**src/rtl/hazard_ctrl.sv**
```systemverilog
// Hazard controller for the 5-stage RV32 pipeline.
// Sequences stalls, bubbles, flushes, memory freezes and branch forwarding.
module hazard_ctrl #(
  parameter int RA_W  = 5,
  parameter int CNT_W = 16
) (
  input  logic             clk,
  input  logic             rstn,
  input  logic [RA_W-1:0]  id_rs1,
  input  logic [RA_W-1:0]  id_rs2,
  input  logic             id_rs1_used,
  input  logic             id_rs2_used,
  input  logic             id_br,
  input  logic             id_redirect,
  input  logic [RA_W-1:0]  ex_rd,
  input  logic             ex_wen,
  input  logic             ex_load,
  input  logic [RA_W-1:0]  mem_rd,
  input  logic             mem_wen,
  input  logic             dmem_busy,
  input  logic             cnt_clr,
  output logic             pc_we,
  output logic             ifid_we,
  output logic             ifid_flush,
  output logic             idex_bubble,
  output logic             exmem_we,
  output logic             memwb_we,
  output logic [1:0]       br_fwd_a,
  output logic [1:0]       br_fwd_b,
  output logic             br_fwd_valid,
  output logic [CNT_W-1:0] stall_cnt,
  output logic [CNT_W-1:0] flush_cnt
);

  typedef enum logic {
    RUN     = 1'b0,
    BR_WAIT = 1'b1
  } state_e;

  localparam logic [1:0] SRC_RF  = 2'b00;
  localparam logic [1:0] SRC_WB  = 2'b01;
  localparam logic [1:0] SRC_MEM = 2'b10;

  state_e     state_q, state_d;
  logic [1:0] fa_q, fa_d;
  logic [1:0] fb_q, fb_d;
  logic       fv_q, fv_d;

  logic [CNT_W-1:0] stall_q, stall_d;
  logic [CNT_W-1:0] flush_q, flush_d;

  logic ex_hit1, ex_hit2;
  logic mem_hit1, mem_hit2;
  logic load_use, br_haz, hz;
  logic do_freeze, do_stall, do_flush;

  assign ex_hit1  = ex_wen & (ex_rd != '0)
                  & (ex_rd == id_rs1) & id_rs1_used;
  assign ex_hit2  = ex_wen & (ex_rd != '0)
                  & (ex_rd == id_rs2) & id_rs2_used;
  assign mem_hit1 = mem_wen & (mem_rd != '0)
                  & (mem_rd == id_rs1) & id_rs1_used;
  assign mem_hit2 = mem_wen & (mem_rd != '0)
                  & (mem_rd == id_rs2) & id_rs2_used;

  assign load_use = ex_load & (ex_hit1 | ex_hit2);
  assign br_haz   = ex_hit1 | ex_hit2 | mem_hit1 | mem_hit2;
  assign hz       = id_br ? br_haz : load_use;

  // Mutually exclusive actions; freeze dominates, then stall, then flush
  assign do_freeze = dmem_busy;
  assign do_stall  = ~dmem_busy & (state_q == RUN) & hz;
  assign do_flush  = ~dmem_busy & ~do_stall & id_redirect;

  always_ff @(posedge clk or negedge rstn) begin
    if (!rstn) begin
      state_q <= RUN;
      fa_q    <= SRC_RF;
      fb_q    <= SRC_RF;
      fv_q    <= 1'b0;
      stall_q <= '0;
      flush_q <= '0;
    end else begin
      state_q <= state_d;
      fa_q    <= fa_d;
      fb_q    <= fb_d;
      fv_q    <= fv_d;
      stall_q <= stall_d;
      flush_q <= flush_d;
    end
  end

  always_comb begin
    state_d = state_q;
    fa_d    = fa_q;
    fb_d    = fb_q;
    fv_d    = fv_q;
    if (!dmem_busy) begin
      unique case (state_q)
        RUN: begin
          if (id_br && br_haz) begin
            state_d = BR_WAIT;
            fa_d    = ex_hit1  ? SRC_MEM :
                      mem_hit1 ? SRC_WB  : SRC_RF;
            fb_d    = ex_hit2  ? SRC_MEM :
                      mem_hit2 ? SRC_WB  : SRC_RF;
            fv_d    = 1'b1;
          end
        end
        BR_WAIT: begin
          state_d = RUN;
          fa_d    = SRC_RF;
          fb_d    = SRC_RF;
          fv_d    = 1'b0;
        end
        default: state_d = RUN;
      endcase
    end
  end

  always_comb begin
    pc_we       = 1'b1;
    ifid_we     = 1'b1;
    exmem_we    = 1'b1;
    memwb_we    = 1'b1;
    ifid_flush  = 1'b0;
    idex_bubble = 1'b0;
    unique case (1'b1)
      do_freeze: begin
        pc_we    = 1'b0;
        ifid_we  = 1'b0;
        exmem_we = 1'b0;
        memwb_we = 1'b0;
      end
      do_stall: begin
        pc_we       = 1'b0;
        ifid_we     = 1'b0;
        idex_bubble = 1'b1;
      end
      do_flush: ifid_flush = 1'b1;
      default: ;
    endcase
  end

  always_comb begin
    stall_d = stall_q;
    flush_d = flush_q;
    if (cnt_clr) begin
      stall_d = '0;
      flush_d = '0;
    end else begin
      if (!pc_we && stall_q != '1)
        stall_d = stall_q + CNT_W'(1);
      if (ifid_flush && flush_q != '1)
        flush_d = flush_q + CNT_W'(1);
    end
  end

  assign br_fwd_a     = fa_q;
  assign br_fwd_b     = fb_q;
  assign br_fwd_valid = fv_q;
  assign stall_cnt    = stall_q;
  assign flush_cnt    = flush_q;

endmodule

```
**config.mk**
```make
export PLATFORM = sky130hd
export DESIGN_NAME = hazard_ctrl
export DESIGN_NICKNAME = d
export VERILOG_FILES = /design/src/rtl/hazard_ctrl.sv
export SDC_FILE = /design/constraint.sdc
export NUM_CORES = 1
export LEC_CHECK = 0
export CORE_MARGIN = 4
export CORE_UTILIZATION = 33
export CTS_BUF_LIST = sky130_fd_sc_hd__clkbuf_16
export CTS_CLUSTER_SIZE = 20
export DETAILED_ROUTE_END_ITERATION = 7
export GPL_TIMING_DRIVEN = 0
export PLACE_DENSITY_LB_ADDON = 0.05
export SYNTH_ARGS = -nofsm -noshare
export SYNTH_HDL_FRONTEND = slang
export SYNTH_SLANG_ARGS = --single-unit
```
**constraint.sdc**
```tcl
create_clock -name clk -period 2.7 [get_ports clk]
set_clock_uncertainty 0.15 [all_clocks]
set_input_delay 0.54 -clock clk [delete_from_list [all_inputs] [get_ports clk]]
set_output_delay 0.54 -clock clk [all_outputs]
set_load 0.01 [all_outputs]
```
==> results_dict.tcl <==
set metrics [dict create \
    drc_errors 0 \
    synth-edff-count 0 \
    dp_hpwl_um 5058 \
    critPathLaunchType "input pin" \
    grt_max_degree 29 \
    yosysMostFrequentCell "dfrtp_1" \
    syn_area_um2 2404 \
    die_h_um 93.35 \
    cp_slowest_cell "or4_4" \
    hold_path.class "reg2reg" \
    cp-end-kind "output pin" \
    max-slew-margin-rel_pct 62.86 \
    stdcell_count 456 \
    firstDrtPassIters 4 \
    num_rows 30 \
    synthTopCellsByArea "dfrtp_1 (40%), xor2_1 (5.8%), a21oi_1 (4.2%)" \
    fin_hold_ws_ns 0.3403 \
    synthFlopType "dfrtp_1" \
    syn_area_per_cell_um2 9.389 \
    antenna_found_initial 0 \
    slew_viol_final 0 \
    failed_checks "negative setup slack" \
    place_congestion 0.7672 \
    ctsHtreeMaxLevel 2 \
    postRouteWirelength_um 6906 \
    dp.cells 426 \
    die_w_um 93.35 \
    antenna_cells 0 \
    core_area_um2 6944 \
    crit_family "simple AND/OR/NAND/NOR gates" \
    routedWlPerCell_um 15.14 \
    worst_pin_slew_ns 0.5571 \
    max_freq_mhz 331.0 \
    finalHoldViolCount 0 \
    min_period_ns 3.021 \
    worstPathRequired_ns 2.01 \
    grt_pass1_wl_um 11160 \
    cts.sink_count 38 \
    finalSetupViolCount 15 \
    syn2layout_area_growth_pct 55.54 \
    die_area_um2 8713 \
    vias_per_cell 5.138 \
    vdd_drop_max_mv 0.2525 \
    grt_pass1_vias 2271 \
    yosysTopAreaCellShare_pct 39.56 \
    synth.distinct_cells 46 \
    worstRegToRegCells 7 \
    critPathMaxFanout 3 \
    place_ws_ns -1.260 \
    num-nets-final 392 \
    drv_cap 0 \
    cts_root_buffer "clkbuf_16" \
    worstPathCellList "buf_8, xor2_1, or4_4, nor4_4, o221a_4, nor3_4, buf_6, and2_4, buf_6" \
    clock_path_buffers 2 \
    status "finished with violations" \
    ys_seq_elements 38 \
    clk_latency_ns 0.28 \
    netlist_top_cells_count "dfrtp_1 (38), nand2_1 (25), a21oi_1 (20), nor2_1 (20), xor2_1 (16)" \
    syn_nets 289 \
    clk_pin_slew_ns 0.06 \
    grt_remaining_overflow 0 \
    criticalPathCategory "in2out" \
    cts_tree "done" \
    fin_crit_sh_pct 111.9 \
    num_io_pins 74 \
    synth_async_sr_flop_share_pct 100.0 \
    rsz0062_at_grt "yes" \
    drtIter0Drc 82 \
    fin_ws_ns -0.3210 \
    cp.depth 9 \
    crit_top_cell "buf_6" \
    cts_buffers 5 \
    yosys.area.top_type "dfrtp_1" \
    vias 2343 \
    final_util_pct 53.84 \
    crit_arrival_ns 2.33 \
    synth-warning-count 0 \
    drive_above_1_share_pct 24.44 \
    power.density_cell_area_nw_per_um2 433.3 \
    critPathMaxStageDelay_ns 0.54 \
    leakagePower_uw 0.001535 \
    synthCells 256 \
    grt_usage_pct 15.98 \
    numPortBuffers 73 \
    antenna_left 0 \
    worstHoldPathCells 2 \
    synth-seq-area-share_pct 39.56 \
    start_util_pct 34.61 \
    crit_buf_inv 3 \
]
## report_power, final
part           internal, uW  switching [uW]
Combinational           135             125
Clock                   526             230
Sequential              588            14.8
## metrics by stage
step | total power [uW] | area [um2] | TNS (ns)
3_5_place_dp | 854.7 | 3296 | -29.85
5_1_grt | 1684 | 3739 | -3.753
6_report | 1620 | 3739 | -1.710
2_1_floorplan | 712.0 | 2430 | -0.4853
4_1_cts | 1628 | 3655 | -0.8046
3_3_place_gp | 853.3 | 3281 | -34.23
## path summary, 6_finish.rpt
check / from / endpoint / slack (ns)
max in group asynchronous: rstn / stall_cnt[15]$_DFFE_PN0P_ / 1.42
worst max-delay path: ex_rd[3] / ifid_flush / -0.32
worst max register to register: flush_cnt[5]$_DFFE_PN0P_ / flush_cnt[4]$_DFFE_PN0P_ / 0.27
min in group asynchronous: rstn / stall_cnt[6]$_DFFE_PN0P_ / 0.53
worst min-delay path: br_fwd_valid$_DFFE_PN0P_ / br_fwd_valid$_DFFE_PN0P_ / 0.34
worst min register to register: br_fwd_valid$_DFFE_PN0P_ / br_fwd_valid$_DFFE_PN0P_ / 0.34
## metal layers
| metal | wire, um | part of all wire [%] | global-route usage, % |
|---|---|---|---|
| met3 | 416 | 6.0 | 3.862 |
| met4 | 89 | 1.3 | 4.274 |
| met1 | 3249 | 47 | 22.56 |
| met2 | 3151 | 46 | 24.36 |
| met5 | 0 | 0 | 0 |
## state kept, by name, indices dropped and copies added, names as in the netlist
| signal | flops |
|---|---|
| flush_cnt | 16 |
| stall_cnt | 16 |
| br_fwd_a | 2 |
| br_fwd_b | 2 |
| br_fwd_valid | 1 |
| state_q | 1 |
## what timing repair did
item / CTS / global route
hold buffers: 1 / 0
resized for setup: 110 / 18
gates cloned: 0 / 1
setup endpoints to repair: 42 / 35
setup buffers: 18 / 4
hold endpoints to repair: 10 / 0
pin swaps: 25 / 6
## cell usage in the layout, fill, tap and decap left out, drive strengths merged, types with 3 or more instances in the layout
cell and instances:
mux2 8, clkdlybuf4s50 43, clkbuf 10, buf 45, xor2 16, or4 10, o31ai 6, a21oi 20
nor2b 8, nand4 9, o21ai 14, nand3 9, and3 6, nor4 4, dlygate4sd2 8, nor2 21
xnor2 6, dfrtp 38, a22o 4, clkdlybuf4s15 4, and2 5, nand2 25, or3 12, inv 3
## final cells by class
type                            instances  area [um2]
Fill cell                             638        3206
Sequential cell                        38       950.9
Buffer                                  9       60.06
Inverter                                3       11.26
Clock inverter                          3       63.81
Multi-Input combinational cell        205        1506
Timing Repair Buffer                   97       900.9
Tap cell                               96       120.1
Clock buffer                            5       125.1
## worst min-delay path: stages (launching register included)
cell and delay [ns]:
dfrtp_1 0.35, nand2_1 0.05, nand2_1 0.06
## cell families after synthesis
logic type / after synthesis / synth area share (%)
AOI/OAI and AO/OA: 55 / 15.88
buffers and inverters: 13 / 2.603
DFF: 38 / 39.56
adders and majority gates: 2 / 1.041
muxes: 9 / 4.164
xor gates and xnor gates: 22 / 8.016
and+or+nand+nor: 117 / 28.73
Power figures use the tool's default switching activity.
==> RTL edit 1, RTL diff (config.mk and constraints unchanged) <==
Change the parameter `RA_W` from 5 to 6.
--- a/src/rtl/hazard_ctrl.sv
+++ b/src/rtl/hazard_ctrl.sv
@@ -1,7 +1,7 @@
 // Hazard controller for the 5-stage RV32 pipeline.
 // Sequences stalls, bubbles, flushes, memory freezes and branch forwarding.
 module hazard_ctrl #(
-  parameter int RA_W  = 5,
+  parameter int RA_W  = 6,
   parameter int CNT_W = 16
 ) (
   input  logic             clk,
Interface: changed (resized ex_rd, id_rs1, id_rs2 and mem_rd); port bits go from 74 to 78. No check against the original RTL was run, so the function may have changed too.
==> RTL edit 1 against the original RTL <==
The run still ends with negative setup slack left; routed wire length up 18%; non-clock buffer count up 15; largest cell class unchanged; setup slack worse by 640 ps; sequential cell count unchanged; core utilization up 3.3 points; total power up 2.1%; register-to-register slack worse by 670 ps; area after synthesis up 4.2%; cell area up 12%; largest power group unchanged.
==> RTL edit 1: results <==
global_route:
  grt_usage: 0.180
  first_global_vias: 2667
  grt_pass1_wl_mm: 12.9
  grt_max_degree: 21
  antenna_found_initial: 0
clocking:
  cts_max_level: 2
  cts_buffer_depth: 2
  cts-root-buf: "clkbuf_16"
  insertion_delay_ps: 280
  clkTransAtPathRegs_ps: 60
timing:
  setup_viol: 36
  slew_violations: 0
  slew_headroom: 0.554
  tns_ps: -20880
  worst_slack_ps: -959
cells_and_area:
  final_nets: 427
  drive_gt1_frac: 0.276
  instances_no_fill: 490
  nFillCells: 648
logic_synthesis:
  synth_cell_types: 43
  synth_commonest_cells: "dfrtp_1 (38), a21oi_1 (26), or4_1 (23)"
  syn-num-nets: 318
  syn_inst: 281
  ys.flop_type: "dfrtp_1"
  synth_top_cells_by_area: "dfrtp_1 (38%), xnor2_1 (7.0%), or4_1 (6.9%), o31ai_1 (6.0%), a21oi_1 (5.2%)"
  postSynth.asyncResetShare: 1.00
  ys_seq_area_frac: 0.380
placed_design:
  dp_worst_setup_slack_ps: -2080
  dp_cells: 456
  placement.io_buffers: 75
  gp_congestion: 0.813
  dp.final_hpwl_mm: 5.62
route:
  drt_iter0_markers: 86
  detail_route.wl_per_cell_um: 16.7
  via_per_inst: 5.46
  first_pass_iters: 4
power:
  max-vdd-ir-drop_mv: 0.336
  p_leak_uw: 0.00167
hold_path:
  hold_path_class: "in2async"
setup_path:
  worstPathArrival_ps: 2970
  slowest_delay_ps: 550
  critPathMaxFanout: 3
  critPathLaunch: "ex_rd[1]"
  reg2reg_from: "flush_cnt[2]"
  crit_path_top_delay_cell: "or4_4"
run_status:
  outcome: "finished with violations"
  violations: "negative setup slack"
[RTL edit 1: cell count changes after synthesis, moves of 7 or more]
cell | unedited run | this run
clkbuf_1 | 5 | 12
nand2_1 | 25 | 17
nor2_1 | 20 | 12
o31ai_1 | 5 | 20
or3_1 | 12 | 2
or4_1 | 8 | 23
xnor2_1 | 6 | 20
xor2_1 | 16 | 4
[RTL edit 1: cells by family (layout without fill, tap and decap cells)]
| kind of cell | Yosys count | after routing | synth area share |
|---|---|---|---|
| simple gates | 113 | 113 | 0.265 |
| compound gates | 71 | 71 | 0.188 |
| flops | 38 | 38 | 0.380 |
| buf+inv | 27 | 137 | 0.0464 |
| xor+xnor | 24 | 24 | 0.0839 |
| mux | 6 | 6 | 0.0270 |
| fa+ha+maj | 2 | 2 | 0.00999 |
[RTL edit 1: stage by stage]
step / total power, uW / cell area, sq um / utilization / hold WS (ps)
finish: 1650 / 4190 / 0.572 / 79.5
global route: 1720 / 4190 / 0.572 / 103
CTS: 1640 / 3880 / 0.529 / 94.0
detailed placement: 828 / 3440 / 0.469 / 366
global placement: 822 / 3410 / 0.466 / 360
floorplan: 697 / 2540 / - / 94.4
[RTL edit 1: cell type report]
cell class,count,area share
repair buffers,103,0.242
clock inverters,3,0.0164
clock buffers,5,0.0299
well taps,99,0.0296
plain buffers,18,0.0325
flip-flops and latches,38,0.227
multi-input cells,216,0.415
inverters,8,0.00836
[RTL edit 1: path summary, 6_finish.rpt]
path | to | slack [ps] | depth (start not counted)
max | ifid_flush | -960 | 10
min reg2reg | br_fwd_a[0] | 380 | 2
min in group clk | br_fwd_a[0] | 380 | 2
max in group asynchronous | stall_cnt[4] | 1830 | 2
max reg2reg | flush_cnt[12] | -400 | 9
min | flush_cnt[7] | 80 | 1
[RTL edit 1: repair_timing]
action,4_1_cts,5_1_grt
pin swaps,26,27
endpoints found under the setup margin,42,42
buffers inserted,16,13
gates resized for setup,79,66
[RTL edit 1: report_power, final]
part / leakage [uW] / internal, uW / switching [uW] / total (uW)
sequential: 0.000508 / 579 / 11.9 / 591
combinational: 0.00107 / 148 / 134 / 283
clock: 0.0000940 / 531 / 248 / 780
[RTL edit 1: worst max-delay path: cells and delay by family]
family	cells	cell delay [ps]
buf+inv	5	500
simple gates	3	1250
compound gates	2	680
[RTL edit 1: layer usage]
metal,global-route usage,wire (um),up-vias
met5,0,0,-
met3,0.0331,281,9
met1,0.247,3790,1318
li1,-,-,1288
met4,0.0421,87,0
met2,0.294,4000,59
==> RTL edit 2, RTL diff (same flow settings) <==
Made on the original files. Take the reset off `flush_q` and load it in a clocked block of its own.
--- a/src/rtl/hazard_ctrl.sv
+++ b/src/rtl/hazard_ctrl.sv
@@ -79,15 +79,17 @@
       fb_q    <= SRC_RF;
       fv_q    <= 1'b0;
       stall_q <= '0;
-      flush_q <= '0;
     end else begin
       state_q <= state_d;
       fa_q    <= fa_d;
       fb_q    <= fb_d;
       fv_q    <= fv_d;
       stall_q <= stall_d;
-      flush_q <= flush_d;
     end
+  end
+
+  always_ff @(posedge clk) begin
+    flush_q <= flush_d;
   end
 
   always_comb begin
Formal check against the unedited RTL: not equivalent (Yosys sat finds a counterexample within 4 cycles, from zero or initial values and one cycle with rstn low).
==> RTL edit 2 against the original RTL <==
First-iteration DRC count is 24% higher; synthesized cell count is 1.2% lower; setup slack improved by 200 ps; cell area down 3.6%; count of clock-buffer cells in the layout unchanged; the flow still finishes with violations (negative setup slack); non-clock buffer count rose by 4; via count up 1.3%; routed wire length shrank 1.1%; largest cell class unchanged; sequential cell count did not move; area after synthesis is 4.9% lower; total power down 7.6%.
==> RTL edit 2: results <==
power:
  p_leak_uw: 0.00132
  max-vdd-ir-drop_mv: 0.200
timing:
  tns_ps: -295
  setup_viol: 3
  worst_slack_ps: -118
  slew_headroom: 0.317
placed_design:
  gp_congestion: 0.806
  placement.io_buffers: 73
  dp_cells: 406
  dp.final_hpwl_mm: 4.84
setup_path:
  crit_path_top_delay_cell: "or4_4"
  worstPathArrival_ps: 2130
  slowest_delay_ps: 540
  critPathMaxFanout: 3
  cpLargestDelayFamily: "simple AND/OR/NAND/NOR gates"
cells_and_area:
  drive_gt1_frac: 0.280
  final_nets: 393
  antenna_cells: 0
  instances_no_fill: 441
global_route:
  grt_util_met3: 0.0331
  grt_usage: 0.165
  grt_max_degree: 23
  antenna_found_initial: 0
  grt_use_met2: 0.272
  grt_pass1_wl_mm: 11.2
  first_global_vias: 2326
  grt_use_met1: 0.213
clocking:
  insertion_delay_ps: 280
  clkTransAtPathRegs_ps: 60
  cts_max_level: 2
  cts-root-buf: "clkbuf_16"
  cts_buffer_depth: 2
  cts_made_buffers: 5
hold_path:
  hold_path_class: "reg2reg"
route:
  drt_iter0_markers: 102
  first_pass_iters: 5
  detail_route.wl_per_cell_um: 15.5
  num_vias: 2374
run_status:
  outcome: "finished with violations"
  violations: "negative setup slack"
logic_synthesis:
  syn-mean-instance-area_sq_um: 9.03
  ys_seq_area_frac: 0.381
  syn-num-nets: 286
  ys_warn_count: 0
  postSynth.asyncResetShare: 0.579
  ys.flop_type: "dfrtp_1"
  synth_commonest_cells: "a21oi_1 (27), dfrtp_1 (22), xor2_1 (19)"
  synth_top_cells_by_area: "dfrtp_1 (24%), dfxtp_1 (14%), xor2_1 (7.3%), a21oi_1 (5.9%), or4_1 (3.9%)"
  synth_cell_types: 47
RTL edit 2: cell types whose count changed in the layout (fill, tap and decap cells not counted), sizes merged, moves of 6 or more:
cell   delta
nor2      -8
nor2b     -8
mux2      -8
dfxtp    +16
buf       +7
inv       +6
nand2     -9
a21oi     +8
nand3     +8
dfrtp    -16
RTL edit 2: layout make-up:
| cell class | instances | area, sq um |
|---|---|---|
| multi-input combinational | 197 | 1460 |
| sequential | 38 | 876 |
| fill | 618 | 3150 |
| inverter | 8 | 31.3 |
| clock buffer | 5 | 125 |
| buffer | 10 | 86.3 |
| timing repair buffer | 100 | 890 |
| clock inverter | 3 | 37.5 |
| tap | 80 | 100 |
RTL edit 2: kinds of logic after synthesis:
kind of cell,count (synthesis),share of synthesized area
and+or+nand+nor,99,0.257
buffers and inverters,18,0.0493
DFF,38,0.381
xor gates and xnor gates,24,0.0920
muxes,2,0.00876
AOI/OAI and AO/OA,70,0.201
adders and majority gates,2,0.0110
RTL edit 2: routing by layer:
| metal | part of all wire | up-vias |
|---|---|---|
| met5 | 0 | - |
| met4 | 0.013 | 0 |
| met3 | 0.045 | 9 |
| met2 | 0.49 | 71 |
| met1 | 0.45 | 1131 |
| li1 | - | 1163 |
RTL edit 2: path summary, 6_finish.rpt:
path                            slack (ps)  cells past startpoint       endpoint          from
worst max-delay path                  -120                      9          pc_we     mem_rd[4]
worst min-delay path                   340                      1    br_fwd_a[0]   br_fwd_a[0]
worst max register to register         140                      8   stall_cnt[3]  stall_cnt[5]
worst min register to register         340                      1    br_fwd_a[0]   br_fwd_a[0]
max in group asynchronous             1040                      1   stall_cnt[4]          rstn
min in group asynchronous              670                      1  stall_cnt[14]          rstn
RTL edit 2: through the flow:
| step | setup slack, ps | instance area (sq um) |
|---|---|---|
| after floorplan | 13.7 | 2320 |
| after global placement | -1080 | 3150 |
| after detailed placement | -1100 | 3150 |
| after CTS | -124 | 3510 |
| after global routing | -165 | 3600 |
| final | -118 | 3600 |
RTL edit 2: timing repair:
item                                    in CTS  in global routing
endpoints found under the setup margin      35                 28
pin swaps                                   22                 17
buffers inserted                            27                  7
gates resized for setup                    105                 24
cloned                                       0                  1
RTL edit 2: report_power, final:
| part | switching (uW) | leakage, uW | internal (uW) | total (uW) |
|---|---|---|---|---|
| sequential | 14.8 | 0.000421 | 583 | 597 |
| combinational | 117 | 0.000813 | 132 | 249 |
| clock | 222 | 0.0000864 | 429 | 651 |
| total | 354 | 0.00132 | 1140 | 1500 |
